### config.mk
export PLATFORM = sky130hd
export DESIGN_NAME = bus_cycle_fsm
export DESIGN_NICKNAME = d
export VERILOG_FILES = /design/src/rtl/bus_cycle_fsm.sv
export SDC_FILE = /design/constraint.sdc
export NUM_CORES = 1
export LEC_CHECK = 0
export CAP_MARGIN = 0
export CORE_MARGIN = 3
export CORE_UTILIZATION = 38
export DETAILED_ROUTE_END_ITERATION = 6
export HOLD_SLACK_MARGIN = 0.1
export MAX_ROUTING_LAYER = met4
export PLACE_DENSITY = 0.69
export SYNTH_ARGS = -nofsm -noshare
export SYNTH_HDL_FRONTEND = slang
export SYNTH_SLANG_ARGS = --single-unit
### constraint.sdc
create_clock -name CLK -period 2.81 [get_ports CLK]
set_input_delay 0.562 -clock CLK [delete_from_list [all_inputs] [get_ports CLK]]
set_output_delay 0.562 -clock CLK [all_outputs]
set_load 0.01 [all_outputs]
### src/rtl/bus_cycle_fsm.sv
// ---------------------------------------------------------------------------
// bus_cycle_fsm
//
// Main bus-cycle sequencer for the 68k-side interface. Accepts a start
// request from the host request logic, walks the bus drivers through the
// address/data strobe phases of each transfer, repeats for a burst of
// 1..2^BURST_W transfers and reports how the burst ended. The sequential
// bus drivers decode STATE directly, so the numeric state codes are fixed.
//
// Ports:
//   CLK            system clock
//   RESET          synchronous, active-high reset
//   ACTIVATE       start request, only looked at while idle (WAIT)
//   BURST_LEN      number of extra transfers after the first, captured at start
//   LATCH          data-latch strobe
//   MC_CLK_RISING  one-cycle pulse on each 68k clock rising edge
//   AS_FEEDBACK    AS as seen on the bus
//   ENTER_S6       DSACK qualified, proceed to S6
//   BERR_IN        bus error from the bus
//   ABORT          host abort request, honoured between transfers only
//   STATE          current state code
//   BUSY           high whenever STATE is not WAIT
//   XFER_IDX       index of the current transfer within the burst
//   DONE           one-cycle pulse, burst completed (or aborted) normally
//   BUS_ERROR      one-cycle pulse, burst ended by BERR_IN or DSACK timeout
//   TIMED_OUT      sticky, set by a DSACK timeout, cleared by the next start
// ---------------------------------------------------------------------------
module bus_cycle_fsm #(
    parameter int BURST_W    = 2,
    parameter int TIMEOUT_W  = 8,
    parameter int TIMEOUT    = 200,
    parameter int TIMEOUT_EN = 1
) (
    input  logic               CLK,
    input  logic               RESET,
    input  logic               ACTIVATE,
    input  logic [BURST_W-1:0] BURST_LEN,
    input  logic               LATCH,
    input  logic               MC_CLK_RISING,
    input  logic               AS_FEEDBACK,
    input  logic               ENTER_S6,
    input  logic               BERR_IN,
    input  logic               ABORT,
    output logic [3:0]         STATE,
    output logic               BUSY,
    output logic [BURST_W-1:0] XFER_IDX,
    output logic               DONE,
    output logic               BUS_ERROR,
    output logic               TIMED_OUT
);

    typedef enum logic [3:0] {
        ST_WAIT       = 4'd0,
        ST_ACTIVATE   = 4'd1,
        ST_SETUP_BUS  = 4'd2,
        ST_DRIVE_AS   = 4'd3,
        ST_DRIVE_DS   = 4'd4,
        ST_WAIT_DSACK = 4'd5,
        ST_WAIT_LATCH = 4'd6,
        ST_LATCH      = 4'd7,
        ST_CLEAR_AS   = 4'd8,
        ST_ON_DSACK   = 4'd9,
        ST_FINALIZE   = 4'd10,
        ST_ERROR      = 4'd11
    } state_t;

    // Last counter value before the timeout fires: the WAIT_DSACK entry
    // cycle counts as cycle 0, so the error edge lands exactly TIMEOUT
    // cycles after entering WAIT_DSACK.
    localparam logic [TIMEOUT_W-1:0] TMO_LAST = TIMEOUT_W'(TIMEOUT - 1);
    localparam logic [TIMEOUT_W-1:0] TMO_MAX  = {TIMEOUT_W{1'b1}};

    state_t               state_q, state_d;
    logic [BURST_W-1:0]   remaining_q, remaining_d;
    logic [BURST_W-1:0]   xfer_idx_q, xfer_idx_d;
    logic [TIMEOUT_W-1:0] tmo_cnt_q, tmo_cnt_d;
    logic                 done_q, done_d;
    logic                 bus_error_q, bus_error_d;
    logic                 timed_out_q, timed_out_d;
    logic                 as_released;
    logic                 tmo_hit;

    // AS must be seen released on a 68k clock rising edge before the bus
    // cycle is considered closed, both for normal and error termination.
    assign as_released = !AS_FEEDBACK && MC_CLK_RISING;
    assign tmo_hit     = (TIMEOUT_EN != 0) && (tmo_cnt_q == TMO_LAST);

    // State register and all sequencer bookkeeping.
    always_ff @(posedge CLK) begin
        if (RESET) begin
            state_q     <= ST_WAIT;
            remaining_q <= '0;
            xfer_idx_q  <= '0;
            tmo_cnt_q   <= '0;
            done_q      <= 1'b0;
            bus_error_q <= 1'b0;
            timed_out_q <= 1'b0;
        end else begin
            state_q     <= state_d;
            remaining_q <= remaining_d;
            xfer_idx_q  <= xfer_idx_d;
            tmo_cnt_q   <= tmo_cnt_d;
            done_q      <= done_d;
            bus_error_q <= bus_error_d;
            timed_out_q <= timed_out_d;
        end
    end

    // Next-state logic. DONE/BUS_ERROR default low so they only ever last
    // for the single cycle after the terminating edge; ABORT is sampled in
    // FINALIZE alone so a transfer already on the bus always completes.
    always_comb begin
        state_d     = state_q;
        remaining_d = remaining_q;
        xfer_idx_d  = xfer_idx_q;
        tmo_cnt_d   = tmo_cnt_q;
        done_d      = 1'b0;
        bus_error_d = 1'b0;
        timed_out_d = timed_out_q;

        case (state_q)
            ST_WAIT: begin
                if (ACTIVATE) begin
                    state_d     = ST_ACTIVATE;
                    remaining_d = BURST_LEN;
                    xfer_idx_d  = '0;
                    timed_out_d = 1'b0;
                end
            end
            ST_ACTIVATE:  state_d = ST_SETUP_BUS;
            ST_SETUP_BUS: state_d = ST_DRIVE_AS;
            ST_DRIVE_AS: begin
                if (AS_FEEDBACK) begin
                    state_d = ST_DRIVE_DS;
                end
            end
            ST_DRIVE_DS: begin
                state_d   = ST_WAIT_DSACK;
                tmo_cnt_d = '0;
            end
            ST_WAIT_DSACK: begin
                if (BERR_IN) begin
                    state_d = ST_ERROR;
                end else if (tmo_hit) begin
                    state_d     = ST_ERROR;
                    timed_out_d = 1'b1;
                end else if (ENTER_S6) begin
                    state_d = ST_WAIT_LATCH;
                end else if (tmo_cnt_q != TMO_MAX) begin
                    tmo_cnt_d = tmo_cnt_q + TIMEOUT_W'(1);
                end
            end
            ST_WAIT_LATCH: begin
                if (LATCH) begin
                    state_d = ST_LATCH;
                end
            end
            ST_LATCH:    state_d = ST_CLEAR_AS;
            ST_CLEAR_AS: state_d = ST_ON_DSACK;
            ST_ON_DSACK: begin
                if (as_released) begin
                    state_d = ST_FINALIZE;
                end
            end
            ST_FINALIZE: begin
                if ((remaining_q != '0) && !ABORT) begin
                    state_d     = ST_SETUP_BUS;
                    remaining_d = remaining_q - BURST_W'(1);
                    xfer_idx_d  = xfer_idx_q + BURST_W'(1);
                end else begin
                    state_d = ST_WAIT;
                    done_d  = 1'b1;
                end
            end
            ST_ERROR: begin
                if (as_released) begin
                    state_d     = ST_WAIT;
                    bus_error_d = 1'b1;
                end
            end
            default: state_d = ST_WAIT;
        endcase
    end

    assign STATE     = state_q;
    assign BUSY      = (state_q != ST_WAIT);
    assign XFER_IDX  = xfer_idx_q;
    assign DONE      = done_q;
    assign BUS_ERROR = bus_error_q;
    assign TIMED_OUT = timed_out_q;

endmodule

# After elaboration in Yosys (flattened, before gate mapping)
# Index checks and enable logic that the tools add are counted.
[word_totals]
register_bits = 19
input_bits = 11
out_inout_bits = 10
elab_cells = 80
[op_classes]
add_sub_neg = 3
eq_ne = 25
mux = 27
n_bitwise = 2
n_reduce_logical = 16
[ops]
columns = ["cell", "count"]
rows = [
  ["4-bit case mux with 12 select lines", 1],
  ["4-bit 2-to-1 mux", 8],
  ["8-bit 2-to-1 mux", 4],
  ["2-bit != test (second input constant)", 11],
  ["4-bit by 3-bit equality test with 1-bit output (second input constant)", 4],
  ["4-bit equality test (second input constant)", 4],
  ["8-bit case mux with 2 select lines", 1],
  ["2-bit 2-to-1 mux", 5],
  ["8-bit by 1-bit adder with 8-bit output (second input constant)", 1],
  ["4-bit by 2-bit equality test with 1-bit output (second input constant)", 2],
  ["8-bit equality test (second input constant)", 1],
  ["8-bit != test (second input constant)", 1],
  ["2-bit case mux with 2 select lines", 2],
  ["2-bit nonzero test", 4],
  ["6-bit AND reduction", 1],
  ["1-bit 2-to-1 mux", 5],
  ["5-bit AND reduction", 1],
  ["4-bit by 1-bit equality test with 1-bit output (second input constant)", 1],
  ["4-bit zero test", 1],
  ["4-bit != test (second input constant)", 1],
  ["4-bit AND reduction", 1],
  ["4-bit nonzero test", 1],
  ["2-bit OR reduction", 2],
  ["3-bit AND reduction", 1],
  ["other kinds (6)", 9],
]

# Logic depth before layout (Yosys ltp)
# Gate-level depths: netlist of run 1.
[depth]
ltp_word = 6
ltp_mapped = 8
depth_no_buf = 7

# Worst setup path after synthesis of run 1
# No wires, ideal clock.
[synth_path]
kind = "reg2reg"
startpoint = "reg remaining_q[0]"
endpoint = "reg remaining_q[0]"
setup_time_ns = 0.074
arrival_time_ns = 1.727
t_required_ns = 2.736
path_slack_ns = 1.008
stages_incl_launch_ff = 9
path_buffers = 1
synth_period_minus_slack_ns = 1.802
path_cell_list = "dfxtp_1 inv_1 ha_1 nor2_1 a31oi_1 or3_1 clkbuf_1 or3_1 a31oi_1"
[synth_via]
elab_chain_len = 4
word_cells_on_any_way = 7
cone_classes = "add/sub (1); eq/ne (1); mux (2); reduce/logical (3)"
[synth_rtl]
columns = ["item", "line", "source"]
rows = [
  ["start, declared", "74", "logic [BURST_W-1:0] remaining_q, remaining_d;"],
  ["start signal, assigned", "100", "remaining_q <= remaining_d;"],
  ["branches (longest 4 deep; another with 2-bit by 1-bit subtractor with 2-bit output)", "--", ""],
]
# Several ways; the timed one is not identified. The select of a mux whose other input is x is not followed.
# A chain may end at the register's enable or synchronous reset.

# Final worst setup path of run 1
[layout_path]
startpoint = "reg state_q[3], in the netlist STATE[3]"
endpoint = "out BUSY"
[layout_via]
elab_chain_len = 1
[layout_rtl]
columns = ["item", "line", "source"]
rows = [
  ["start, declared", "73", "state_t state_q, state_d;"],
  ["start signal, assigned", "99", "state_q <= state_d;"],
  ["4-bit nonzero test", "186", "assign BUSY = (state_q != ST_WAIT);"],
  ["end, declared", "45", "output logic BUSY,"],
]
# Every way passes these cells.

==> results, run 1 <==
- The run finished with clean final reports.
- In this run, placement finished with an instance count of 182.
- The number of primary I/O pins is 21.
- The sequential area share after synthesis is 34.9%.
- The number of clock buffers added by TritonCTS is 3.
- The core footprint is 2590 µm².
- STA classifies the critical path startpoint as a flip-flop.
- Traced cell by cell, the critical path runs through nor2_1 -> nand2_1 -> clkdlybuf4s50_1.
- The repair_antennas step left the layout with diodes totalling 0.
- The type of the worst setup path is flip-flop to output port.
- The floorplan die area is 3550 µm².
- The number of cells produced by synthesis is 138.
- The xor/xnor cell area share of the yosys netlist is 5.63%.
- The main combinational cell family by area after synthesis is simple AND/OR/NAND/NOR gates.
- The post-synthesis register bit count is 19.
- For this design the ratio of total power to cell area is 623 nW/µm².
- Ranked by total cell area, the synthesized netlist is headed by sky130_fd_sc_hd__dfxtp_1 35%, sky130_fd_sc_hd__nor2_1 6.5%, sky130_fd_sc_hd__xnor2_1 5.6%.
- The pin count of the biggest net entering global routing is 19.
- The worst min-delay path category is flip-flop to flip-flop.
- The first global-routing pass estimated 3950 µm of wire.
- The highest ir drop seen on vdd is 414 µV.
- The final number of max-transition violations is 0.
- The maximum fanout count along the critical path is 12.
- The cell with the biggest individual delay on the critical path is sky130_fd_sc_hd__dfxtp_1.
- The cell sitting at the root of the clock tree is a sky130_fd_sc_hd__clkbuf_4.
- The area share of fa/ha/maj cells after synthesis is 2.30%.
- The CTS tree is built.
- The height of the die is 59.6 µm.
- The detailed-route vias per instance is 5.63.
- After Yosys synthesis, and, or, nand and nor cells account for 33.0% of the synthesized area.
- Compared with the post-synthesis result, the final layout area differs by 21.2%.
- The post-synthesis net count is 151.
- The die span in x is 59.6 µm.
- The synthesized netlist devotes 17.0% of its cell area to compound gates.
- Summed over all cells, the static leakage comes to 0.440 nW.
- Counting flops with an async set or reset pin after synthesis yields a share of 0%.
- The final count of negative-setup-slack endpoints is 0.
- The number of enable flip-flop cells after synthesis is 0.
- The remaining design rule violation count is 0.
- The via count of the first global-routing pass is 904.
- Counting distinct cell types in the post-synthesis netlist gives 45.
- After clock tree synthesis, the flow added hold-fix buffers numbering 0.
- Broken down by cell family, the worst path's largest delay share belongs to flip-flops.
- The number of antenna violations at the first check in global routing is 0.
- Setup repair after global routing left no endpoint under its margin.
- The detailed router placed 1048 vias in this run.
- The layout cell share with drive strength beyond 1 is 5.13%.
- The average cell area after synthesis is 7.90 µm².
- In this run the cell area of the synthesized design comes to 1090 µm².
- The clock arrives with 0.00872 ns of skew.
- At the pin with the least slew margin, the transition time is 0.541 ns.
- Summed over all nets, the half-perimeter wirelength after detailed placement is 1730 µm.
- Data arrives at the worst endpoint at 1.77 ns.
- The final hold violation count is 0.
- The critical path's largest stage delay is 0.64 ns.
- The mux cell area share after synthesis is 1.95%.
- During synthesis, Yosys emitted a total of 0 warnings.
- The average wire per cell in the routed design is 13.2 µm.
- Summed over all layers, the global routing overflow is 0.
- CTS built an H-tree with a depth of 1.
- Clock latency on the worst-skew pair, taken at its later pin, is 0.30 ns.
- Summed over all layers, the routed wires come to 2450 µm.
- The number of setup buffers added after CTS is 0.
- Excluding fillers, the count of instances in the completed layout stands at 186.
- The maximum operating frequency is 428 MHz.
- Summed over all instances, the cell type with the most area after synthesis is sky130_fd_sc_hd__dfxtp_1.
- Summed over its instances, the top area cell type makes up 34.9% of the synthesized netlist area.
- The violation count after the first detailed-route iteration is 50.
- The final setup TNS is 0 ns.
- The worst pin sits at a relative slew slack of 63.8%.
- The final clock period utilization by the worst path is 83.1%.
- For this run, the leading register cell type out of synthesis is sky130_fd_sc_hd__dfxtp_1.
- The routability-driven placement congestion ratio is 0.895.
- The type of destination of the critical path is an output port.
- The placement row count is 18.
- The clock period minus final worst setup slack is 2.33 ns.
- Counting along the longest clock path gives a buffer depth of 2.
- Once the floorplan was initialized, standard cells occupied 42.1% of the core.
- At the worst endpoint, the required time is 2.25 ns.
- The number of resized instances in the post-cts repair step is 0.
- The buffer and inverter count on the worst path is 1.
- The first TritonRoute pass finished after 4 iterations.
- The setup slack of the worst register-to-register path is 0.85 ns.
- In this run the remaining antenna-violating nets after routing total 0.
- The post-CTS clock slew at the launch and capture registers of the worst setup and hold paths is 0.12 ns.
- The max-cap check violation count is 0.
- The overall fraction of global-route tracks in use is 14.8%.
- The number of nets in the final layout is 170.
- The CTS sink count is 19.
- The number of I/O port buffers is 20.
==> kinds of logic after synthesis <==
logic type,count (synthesis)
fa+ha+maj,2
xor+xnor,7
simple gates,68
flops,19
compound gates,29
buf+inv,11
mux,2
==> power breakdown <==
part | total, mW | switching (mW) | internal, mW | leakage [nW]
registers | 0.339 | 0.0443 | 0.295 | 0.154
clock network | 0.142 | 0.0870 | 0.0553 | 0.0150
logic | 0.342 | 0.177 | 0.165 | 0.271
==> through the flow <==
| stage | util [%] | worst slack [ns] | hold WS (ns) | cell area, µm² | total power [mW] |
|---|---|---|---|---|---|
| 2_1_floorplan | - | 1.01 | 0.444 | 1090 | 0.573 |
| 3_3_place_gp | 50.0 | 0.498 | 0.472 | 1290 | 0.683 |
| 3_5_place_dp | 50.0 | 0.478 | 0.462 | 1290 | 0.685 |
| 4_1_cts | 51.0 | 0.472 | 0.482 | 1320 | 0.830 |
| 5_1_grt | 51.0 | 0.363 | 0.508 | 1320 | 0.882 |
| 6_report | 51.0 | 0.476 | 0.476 | 1320 | 0.824 |
==> placed cells by master (no fill, tap or decap), types with 2 or more instances in the layout <==
cell,instances
sky130_fd_sc_hd__clkdlybuf4s50_1,20
sky130_fd_sc_hd__dfxtp_1,19
sky130_fd_sc_hd__nor2_1,19
sky130_fd_sc_hd__nor3_1,12
sky130_fd_sc_hd__a21oi_1,9
sky130_fd_sc_hd__nand2_1,7
sky130_fd_sc_hd__xnor2_1,7
sky130_fd_sc_hd__o21ai_0,6
sky130_fd_sc_hd__nand3_1,6
sky130_fd_sc_hd__nand2b_1,4
sky130_fd_sc_hd__nor3b_1,4
sky130_fd_sc_hd__or3_1,3
sky130_fd_sc_hd__clkbuf_4,3
sky130_fd_sc_hd__inv_1,2
sky130_fd_sc_hd__nor2b_1,2
sky130_fd_sc_hd__a31oi_1,2
sky130_fd_sc_hd__nor4_1,2
sky130_fd_sc_hd__a211oi_1,2
sky130_fd_sc_hd__ha_1,2
==> flip-flops by register name (all words and copies together) (netlist names) <==
signal and count:
XFER_IDX 2, TIMED_OUT 1, remaining_q 2, tmo_cnt_q 8, BUS_ERROR 1, DONE 1
STATE 4
==> cells in the mapped netlist, types with 3 or more instances <==
cell type                   n
sky130_fd_sc_hd__a21oi_1    9
sky130_fd_sc_hd__clkbuf_1   3
sky130_fd_sc_hd__dfxtp_1   19
sky130_fd_sc_hd__nand2_1    7
sky130_fd_sc_hd__nand2b_1   4
sky130_fd_sc_hd__nand3_1    6
sky130_fd_sc_hd__nor2_1    19
sky130_fd_sc_hd__nor3_1    12
sky130_fd_sc_hd__nor3b_1    4
sky130_fd_sc_hd__o21ai_0    6
sky130_fd_sc_hd__or3_1      3
sky130_fd_sc_hd__xnor2_1    7
==> per-layer routing <==
layer | up-vias | track usage, % | part of all wire (%)
met5 | - | - | 0
met4 | 0 | 4.75 | 1.0
met3 | 4 | 4.14 | 5.3
met2 | 24 | 23.4 | 44
met1 | 485 | 18.2 | 49
li1 | 535 | - | -
==> worst min-delay path: stages (launching register included) <==
cell	delay, ns
sky130_fd_sc_hd__dfxtp_1	0.31
sky130_fd_sc_hd__inv_1	0.06
sky130_fd_sc_hd__a211oi_1	0.06
==> worst paths after layout <==
check	cells after the start	to	startpoint
setup / recovery	3	BUSY	STATE[3]$_SDFFE_PP0P_
hold / removal	2	remaining_q[1]$_SDFFE_PP0P_	remaining_q[1]$_SDFFE_PP0P_
setup reg to reg	7	remaining_q[0]$_SDFFE_PP0P_	remaining_q[0]$_SDFFE_PP0P_
hold reg to reg	2	remaining_q[1]$_SDFFE_PP0P_	remaining_q[1]$_SDFFE_PP0P_
==> area by class of cell <==
cell class                      count  area (µm²)
Fill cell                         249        1270
Clock buffer                        4        26.3
Timing Repair Buffer               21         208
Tap cell                           30        37.5
Inverter                            4        17.5
Sequential cell                    19         380
Multi-Input combinational cell    108         652
Note: power is estimated with default switching activity, not from simulation.
==> run 2, diff against run 1 <==
clock period = 2.2 ns   (was 2.81 ns; I/O delays follow)
==> results, run 2 (synthesis gave the netlist of run 1 again) <==
- The flow ran to the end, and the final reports show no timing, DRC or antenna violations.
- The worst min-delay path category is flip-flop to flip-flop.
- The global-route wire length before repair is 4400 µm.
- The clock period minus final worst setup slack is 2.02 ns.
- The post-route netlist has 10.6% of its cells at a drive strength greater than 1.
- The register with the most flip-flops in the layout has 8 of them.
- The height of the die is 59.6 µm.
- The worst clock skew is 0.00534 ns.
- After routing the design area is 1360 µm².
- Ranked by flip-flop count, first place goes to tmo_cnt_q.
- The clock drives 19 sinks.
- The placement row count is 18.
- The highest ir drop seen on vdd is 519 µV.
- The level count of the clock H-tree is 1.
- The total power is 1.09 mW.
- After routing, the total negative slack on setup checks comes to 0 ns.
- Derived from the worst setup path, the maximum achievable clock frequency is 496 MHz.
- The number of nets in the final layout is 174.
- The top cell types in the final layout, fill and taps aside, are 20 x sky130_fd_sc_hd__clkdlybuf4s50_1, 19 x sky130_fd_sc_hd__nor2_1, 15 x sky130_fd_sc_hd__dfxtp_1.
- The average wire per cell in the routed design is 13.7 µm.
- Clock-pin slew was measured on the worst setup and hold paths at 0.11 ns.
- The final number of max-transition violations is 0.
- The post-CTS setup buffer count is 0.
- The final critical path takes up 91.7% of the cycle.
- The routability-driven placement congestion ratio is 0.934.
- In the routed layout, each cell is associated on average with a via count of 5.79.
- The category of the worst setup path launch point is a flip-flop.
- The via count of the first global-routing pass was 1010.
- The remaining antenna violation count is 0.
- Summed over all cells, the static leakage comes to 0.463 nW.
- For this design the ratio of total power to cell area is 801 nW/µm².
- The clock passes through at most 2 buffers.
- Before CTS, the worst setup slack after placement is 0.0289 ns.
- The type of destination of the critical path is an output port.
- The endpoint arrival time on the critical path is 1.58 ns.
- Of all nets on the critical path, the largest fanout is 12.
- In the routed design, unresolved DRC markers number 0.
- The core footprint is 2590 µm².
- The final route contains 1100 vias.
- The total of hold buffers inserted after clock tree synthesis is 0.
- At the pin with the least slew margin, the transition time is 0.411 ns.
- TritonCTS built the clock tree.
- Across all hold checks on the routed design, the worst slack comes to 0.472 ns.
- TritonCTS created 3 clock buffers.
- The die span in x is 59.6 µm.
- The number of I/O port buffers is 20.
- The instance area after placement is 1330 µm².
- The tree is rooted in a sky130_fd_sc_hd__clkbuf_4.
- The floorplan die area is 3550 µm².
- The final hold violation count is 0.
- The overall fraction of global-route tracks in use is 16.6%.
- The critical path is of the flip-flop to output port type.
- For this block, the initial DRC count from the detailed router was 37.
- The total wirelength of the detailed-routed design is 2610 µm.
- The first-pass iteration count of the detailed router is 4.
- The most common library cell in the layout ignoring fill and taps is sky130_fd_sc_hd__clkdlybuf4s50_1.
- During I/O placement, the number of pins put on the boundary was 21.
- The effective utilization at floorplan is 42.1%.
- The area added between synthesis and finish is 24.6%.
- Setup violations remaining at the end of the flow were counted as 0.
- The number of antenna violations at the first check in global routing was 0.
- The clock latency at the later pin of the worst-skew pair is 0.30 ns.
- Setup repair after global routing left no endpoint under its margin.
- The total overflow left after global routing is 0.
- 0 antenna diodes ended up in the layout.
- Across the run, the number of max-cap violations was 0.
- Entering global routing, the biggest net connects 19 pins.
- After layout, the worst setup slack is 0.182 ns.
- STA puts the critical path data required time at 1.76 ns.
- The estimated wirelength of the detail-placed design is 1910 µm.
- The worst pin sits at a relative slew slack of 72.3%.
==> run 2: cell types whose count changed in the layout (fill, tap and decap cells not counted) <==
| cell | previous run | this run |
|---|---|---|
| sky130_fd_sc_hd__clkbuf_1 | 1 | 0 |
| sky130_fd_sc_hd__clkinv_2 | 0 | 1 |
| sky130_fd_sc_hd__dfxtp_1 | 19 | 15 |
| sky130_fd_sc_hd__dfxtp_2 | 0 | 4 |
| sky130_fd_sc_hd__buf_4 | 1 | 5 |
==> run 2: stage by stage <==
step | std cells | utilization, %
final | 190 | 52.4
after CTS | 190 | 52.3
after floorplan | 138 | -
after global placement | 186 | 51.2
after detailed placement | 186 | 51.2
after global routing | 190 | 52.4
==> run 2: worst paths after layout <==
kind / to / cells past startpoint / startpoint / slack [ns]
setup / recovery: BUSY / 3 / STATE[3]$_SDFFE_PP0P_ / 0.18
hold / removal: remaining_q[1]$_SDFFE_PP0P_ / 2 / remaining_q[1]$_SDFFE_PP0P_ / 0.47
setup reg to reg: STATE[1]$_SDFFE_PP0P_ / 6 / tmo_cnt_q[0]$_SDFFE_PP0P_ / 0.29
hold reg to reg: remaining_q[1]$_SDFFE_PP0P_ / 2 / remaining_q[1]$_SDFFE_PP0P_ / 0.47
==> run 2: metal layers <==
layer / track usage [%] / wire (µm) / part of all wire (%) / up-vias
met4: 6.33 / 37 / 1.4 / 0
met3: 4.14 / 208 / 8.0 / 6
met2: 27.3 / 1240 / 48 / 38
met5: - / 0 / 0 / -
li1: - / - / - / 541
met1: 19.4 / 1120 / 43 / 515
==> run 2: report_power, final <==
part           internal [mW]  switching (mW)  leakage (nW)
Clock                 0.0679           0.110        0.0177
Sequential             0.382          0.0813         0.155
Combinational          0.230           0.216         0.290
==> run 2: timing repair <==
item	in CTS	in global routing
hold endpoints to repair	0	0
gates resized for setup	2	2
setup endpoints to repair	1	1
==> run 2: cell type report <==
type,instances,area (µm²)
Tap cell,30,37.5
Multi-Input combinational cell,108,652
Timing Repair Buffer,25,238
Inverter,4,17.5
Sequential cell,19,385
Clock inverter,1,5.00
Clock buffer,3,22.5
Fill cell,257,1230
==> run 2: worst max-delay path, stage by stage (launching register included) <==
cell and delay [ns]:
sky130_fd_sc_hd__dfxtp_2 0.41, sky130_fd_sc_hd__nor2_1 0.29, sky130_fd_sc_hd__nand2_1 0.08, sky130_fd_sc_hd__clkdlybuf4s50_1 0.49
